[src/rtl/proc_pkg.sv]
// Shared processor definitions: immediate extension modes and the
// occupancy encoding of the 2-entry skid buffer.
package proc_pkg;

    typedef enum logic [1:0] {
        IMM_SEXT     = 2'b00,
        IMM_ZEXT     = 2'b01,
        IMM_SEXT_SHL = 2'b10,
        IMM_UPPER    = 2'b11
    } imm_mode_t;

    typedef enum logic [1:0] {
        BUF_EMPTY = 2'b00,
        BUF_ONE   = 2'b01,
        BUF_FULL  = 2'b10
    } buf_state_t;

endpackage

[src/rtl/imm_skid_buffer.sv]
// Generic 2-entry valid/ready skid buffer. in_ready and out_valid are both
// registered, so neither side sees a combinational path from the other.
module imm_skid_buffer
    import proc_pkg::*;
#(
    parameter int WIDTH = 16
) (
    input  logic             clk,
    input  logic             rst_n,
    input  logic             in_valid,
    output logic             in_ready,
    input  logic [WIDTH-1:0] in_data,
    output logic             out_valid,
    input  logic             out_ready,
    output logic [WIDTH-1:0] out_data
);

    buf_state_t       state_q;
    logic [WIDTH-1:0] main_q;
    logic [WIDTH-1:0] skid_q;
    logic             outValid_q;
    logic             inReady_q;

    logic accept;
    logic drain;

    assign accept = in_valid & inReady_q;
    assign drain  = outValid_q & out_ready;

    // main_q always holds the oldest word; skid_q only catches the word that
    // arrives while main_q is stalled, which keeps order without a pointer.
    always_ff @(posedge clk) begin
        if (!rst_n) begin
            state_q    <= BUF_EMPTY;
            main_q     <= '0;
            skid_q     <= '0;
            outValid_q <= 1'b0;
            inReady_q  <= 1'b1;
        end else begin
            case (state_q)
                BUF_EMPTY: begin
                    if (accept) begin
                        main_q     <= in_data;
                        state_q    <= BUF_ONE;
                        outValid_q <= 1'b1;
                    end
                end
                BUF_ONE: begin
                    if (accept && !drain) begin
                        skid_q    <= in_data;
                        state_q   <= BUF_FULL;
                        inReady_q <= 1'b0;
                    end else if (accept && drain) begin
                        main_q <= in_data;
                    end else if (drain) begin
                        state_q    <= BUF_EMPTY;
                        outValid_q <= 1'b0;
                    end
                end
                BUF_FULL: begin
                    if (drain) begin
                        main_q    <= skid_q;
                        state_q   <= BUF_ONE;
                        inReady_q <= 1'b1;
                    end
                end
                default: begin
                    state_q    <= BUF_EMPTY;
                    outValid_q <= 1'b0;
                    inReady_q  <= 1'b1;
                end
            endcase
        end
    end

    assign in_ready  = inReady_q;
    assign out_valid = outValid_q;
    assign out_data  = main_q;

endmodule

[src/rtl/imm_extend_unit.sv]
// Pipelined immediate-extension unit: a run-time-sized field is extended
// combinationally and the result is registered through a skid buffer.
module imm_extend_unit
    import proc_pkg::*;
#(
    parameter int IN_W  = 9,
    parameter int OUT_W = 16,
    parameter int SHL   = 1,
    parameter int MSB_W = $clog2(IN_W)
) (
    input  logic             clk,
    input  logic             rst_n,
    input  logic             in_valid,
    output logic             in_ready,
    input  logic [IN_W-1:0]  in_imm,
    input  logic [MSB_W-1:0] in_msb,
    input  logic [1:0]       in_mode,
    output logic             out_valid,
    input  logic             out_ready,
    output logic [OUT_W-1:0] out_data
);

    // UPPER is the zero-extended field shifted so its top bit lands at OUT_W-1.
    function automatic logic [OUT_W-1:0] extend(
        input logic [IN_W-1:0]  imm,
        input logic [MSB_W-1:0] msb,
        input imm_mode_t        mode
    );
        int               f;
        logic             signBit;
        logic [OUT_W-1:0] zext;
        logic [OUT_W-1:0] sext;
        logic [OUT_W-1:0] result;

        f       = (int'(msb) > IN_W - 1) ? IN_W - 1 : int'(msb);
        signBit = imm[f];
        zext    = OUT_W'(imm);
        sext    = OUT_W'(imm);
        for (int i = 0; i < OUT_W; i++) begin
            if (i > f) begin
                zext[i] = 1'b0;
                sext[i] = signBit;
            end
        end

        case (mode)
            IMM_SEXT:     result = sext;
            IMM_ZEXT:     result = zext;
            IMM_SEXT_SHL: result = sext << SHL;
            IMM_UPPER:    result = zext << (OUT_W - 1 - f);
            default:      result = sext;
        endcase
        return result;
    endfunction

    logic [OUT_W-1:0] extData_d;

    assign extData_d = extend(in_imm, in_msb, imm_mode_t'(in_mode));

    imm_skid_buffer #(
        .WIDTH(OUT_W)
    ) u_skid (
        .clk      (clk),
        .rst_n    (rst_n),
        .in_valid (in_valid),
        .in_ready (in_ready),
        .in_data  (extData_d),
        .out_valid(out_valid),
        .out_ready(out_ready),
        .out_data (out_data)
    );

endmodule

[config.mk]
export PLATFORM = sky130hd
export DESIGN_NAME = imm_extend_unit
export DESIGN_NICKNAME = d
export VERILOG_FILES = /design/src/rtl/proc_pkg.sv /design/src/rtl/imm_skid_buffer.sv /design/src/rtl/imm_extend_unit.sv
export SDC_FILE = /design/constraint.sdc
export NUM_CORES = 1
export LEC_CHECK = 0
export BUFFER_PORTS_ARGS = -buffer_cell sky130_fd_sc_hd__buf_4
export CORE_MARGIN = 2
export CORE_UTILIZATION = 30
export DETAILED_ROUTE_END_ITERATION = 8
export PLACE_DENSITY = 0.44
export REMOVE_ABC_BUFFERS = 1
export SLEW_MARGIN = 10
export SYNTH_ARGS = -nofsm -noshare
export SYNTH_HDL_FRONTEND = slang
export SYNTH_SLANG_ARGS = --single-unit
[constraint.sdc]
create_clock -name clk -period 1.9 [get_ports clk]
set_input_delay 0.38 -clock clk [delete_from_list [all_inputs] [get_ports clk]]
set_output_delay 0.38 -clock clk [all_outputs]
set_load 0.01 [all_outputs]
==> implementation parameters <==
Parameter                              Value

Run status
  Status    finished, final reports clean

Layout
  Final Instance Area    3160 sq um
  Area growth syn-to-layout    28.0%
  Antenna Cells    0
  Final net count    395
  Share of post-route cells with drive strength above 1    28.9%

Timing
  Transition at the pin with the smallest max-transition slack    644 ps
  Post-layout min period    1720 ps
  Max-slew violation count    0
  Worst hold slack after final layout    353 ps
  Unrepaired setup endpoints after global routing    false
  Final hold violation count    0
  Ratio of final minimum period to clock period    90.3%
  Setup TNS    0 ps
  Setup clock skew after layout    8.29 ps
  Max_slew headroom    56.9%
  Highest attainable clock frequency    0.583 GHz
  Smallest setup slack after layout    184 ps
  Final setup fails    0

Floorplanning
  Die area    8970 sq um
  Total core area    8090 sq um
  Boundary pin count    37
  Starting Density    30.5%
  Die Span X    94.7 um
  Floorplan die height    94.7 um
  Site Rows    33

Placed design
  RD Place Congestion    0.823
  Place WS    -35.7 ps
  Cell area after placement    3070 sq um
  # port buffers    36
  HPWL Detailed    6130 um

Setup path
  Cell with the biggest individual delay on the critical path    sky130_fd_sc_hd__o32ai_2
  Crit path cell chain    a21boi_2 -> o32ai_2 -> and2_1 -> o221ai_1 -> o21ai_1
  Worst-case reg-to-reg path depth    5
  Gate family responsible for the most delay along the worst path    compound AO/OA/AOI/OAI gates
  Worst setup SP type    flop
  Signal arrival time at the worst endpoint    1940 ps
  Crit path from    u_skid.state_q[0]$_SDFFE_PN0P_
  Largest stage delay on the critical path    400 ps
  R2r startpoint    u_skid.state_q[0]$_SDFFE_PN0P_
  Reg-to-Reg End    u_skid.out_data[8]$_SDFFE_PN0P_
  Endpoint class of the critical path    flop
  Critical path fanouts, max    8
  Crit path required time    2120 ps
  Reg2reg setup slack    180 ps
  Number of buffer and inverter stages on the critical path    0
  Kind of critical path    reg2reg

GRT
  Largest net degree at the start of global routing    21
  Vias in the first global route    2504
  Antenna violations before repair    0
  Global-route total usage across every layer    18.6%
  Global-route wire length before repair    12900 um
  Congestion Overflow GR    0

Route
  Antenna-violating nets left    0
  Vias post-DR    2587
  Detailed-routing iteration count for the pre-antenna-repair pass    4
  Per-cell via count in the routed design    5.37
  Detailed-route wire length per cell    16.3 um
  Number of remaining DRC errors    0
  Post-Route WL    7860 um
  Starting DRC count in detailed routing    142

CTS
  Post-CTS setup repair buffer count    0
  Cts hold-fix bufs    0
  Clock latency at the later pin of the worst-skew pair    280 ps
  CTS Buf Count    5
  Total of cells resized after clock tree synthesis    0
  Number of clock sinks    36
  H-tree depth    2
  Root buffer cell    sky130_fd_sc_hd__clkbuf_8
  Post-CTS clock slew at the launch and capture registers of the worst setup and hold paths    80 ps
  TritonCTS clock tree    done
  Buffer levels on the longest clock path    2

Logic synthesis
  Number of enable-type register cells in the synthesized netlist    0
  #FFs+latches synth    36
  Largest area contributor in the netlist    sky130_fd_sc_hd__dfxtp_1
  Proportion of synthesized flip-flops having asynchronous set or reset    0%
  Top area cells in the synthesized netlist    sky130_fd_sc_hd__dfxtp_1 (29%), sky130_fd_sc_hd__o21ai_0 (4.9%), sky130_fd_sc_hd__nor2_1 (4.9%), sky130_fd_sc_hd__nand2_1 (4.6%), sky130_fd_sc_hd__a31oi_1 (4.3%)
  Syn Inst Count    315
  Combined area of all synthesized cells    2470 sq um
  Most numerous cell types in the synthesized netlist    sky130_fd_sc_hd__dfxtp_1 (36), sky130_fd_sc_hd__nor2_1 (32), sky130_fd_sc_hd__nand2_1 (30)
  Fraction of the yosys area taken by sequential cells    29.2%
  Dominant cell by count in the synthesized netlist    sky130_fd_sc_hd__dfxtp_1
  Synth cell types    65
  Portion of synthesized cell area occupied by the leading cell type    29.2%
  Top_reg_cell synth    sky130_fd_sc_hd__dfxtp_1
  Synthesized area per cell    7.84 sq um
  Number of synthesis warnings    0

Hold path
  Path category of the worst min-delay check    in2reg
  Number of cells traversed by the worst hold path    2
  Destination of the worst hold path    u_skid.in_ready$_SDFFE_PN1P_
  Hold path startpoint    rst_n

Pwr
  Cell leakage power    1.29 nW
  Pwr Total    0.00233 W
  IR drop worst, VDD    0.285 mV
  Power density of the placed cells    737 nW/um^2

Run
  Max-capacitance violation count    0
-- through the flow --
stage / cells / util (%)
after floorplan: 288 / -
after global placement: 474 / 37.9
after detailed placement: 474 / 37.9
after CTS: 482 / 39.1
after global routing: 482 / 39.1
final: 482 / 39.1
-- sequential cells by signal, summed over array words and instances, names as in the netlist --
signal	count
u_skid.in_ready	1
u_skid.out_data	16
u_skid.out_valid	1
u_skid.skid_q	16
u_skid.state_q	2
-- logic make-up after synthesis --
| kind of cell | after synthesis | synth area share, % |
|---|---|---|
| AO/OA/AOI/OAI | 122 | 34.2 |
| AND/OR/NAND/NOR | 118 | 25.9 |
| flip-flops | 36 | 29.2 |
| buffers and inverters | 32 | 6.79 |
| multiplexers | 7 | 3.95 |
-- metal layers --
metal	global-route usage (%)	vias up	wire length, um	part of all wire [%]
met5	0	-	0	0
met4	5.19	0	125	1.6
met3	2.71	8	386	4.9
met2	30.6	62	3640	46
met1	25.3	1212	3710	47
li1	-	1305	-	-
-- layout make-up --
type / count / area (sq um)
inverter: 5 / 18.8
clock buffer: 6 / 82.6
tap: 105 / 131
timing repair buffer: 81 / 608
sequential: 36 / 721
multi-input combinational: 247 / 1590
clock inverter: 2 / 10.0
fill: 870 / 4930
-- worst max path at each step --
stage | cells past startpoint | slack [ps] | to
after detailed placement | 7 | -40 | u_skid.out_data[13]$_SDFFE_PN0P_
after global routing | 5 | 80 | u_skid.out_data[1]$_SDFFE_PN0P_
after global placement | 7 | -30 | u_skid.out_data[13]$_SDFFE_PN0P_
after CTS | 5 | 200 | u_skid.out_data[8]$_SDFFE_PN0P_
after floorplan | 5 | -610 | u_skid.out_data[8]$_SDFFE_PN0P_
final | 5 | 180 | u_skid.out_data[8]$_SDFFE_PN0P_
-- worst reg2reg max path, delay by kind of cell, from the launching register on --
kind	cells	cell delay, ps
AOI/OAI and AO/OA	4	1000
DFF	1	310
and+or+nand+nor	1	340
-- cells in the final DEF (no fill, tap or decap), types with 4 or more instances in the layout --
| master | n |
|---|---|
| sky130_fd_sc_hd__a21oi_1 | 21 |
| sky130_fd_sc_hd__nand2_1 | 30 |
| sky130_fd_sc_hd__dfxtp_1 | 36 |
| sky130_fd_sc_hd__a211oi_1 | 4 |
| sky130_fd_sc_hd__o211ai_1 | 7 |
| sky130_fd_sc_hd__a31oi_1 | 17 |
| sky130_fd_sc_hd__nor2_1 | 32 |
| sky130_fd_sc_hd__o31a_1 | 4 |
| sky130_fd_sc_hd__nor3_1 | 5 |
| sky130_fd_sc_hd__o21ai_0 | 24 |
| sky130_fd_sc_hd__o21ai_1 | 8 |
| sky130_fd_sc_hd__buf_4 | 81 |
| sky130_fd_sc_hd__inv_1 | 4 |
| sky130_fd_sc_hd__and2_1 | 5 |
| sky130_fd_sc_hd__clkbuf_8 | 6 |
| sky130_fd_sc_hd__nor2b_1 | 5 |
| sky130_fd_sc_hd__and3_1 | 10 |
| sky130_fd_sc_hd__nand2b_1 | 8 |
-- power breakdown --
group,total (W),internal (W),switching [W]
logic,0.000855,0.000398,0.000457
clock network,0.000565,0.000289,0.000276
registers,0.000908,0.000853,0.0000545
Power figures use the tool's default switching activity.
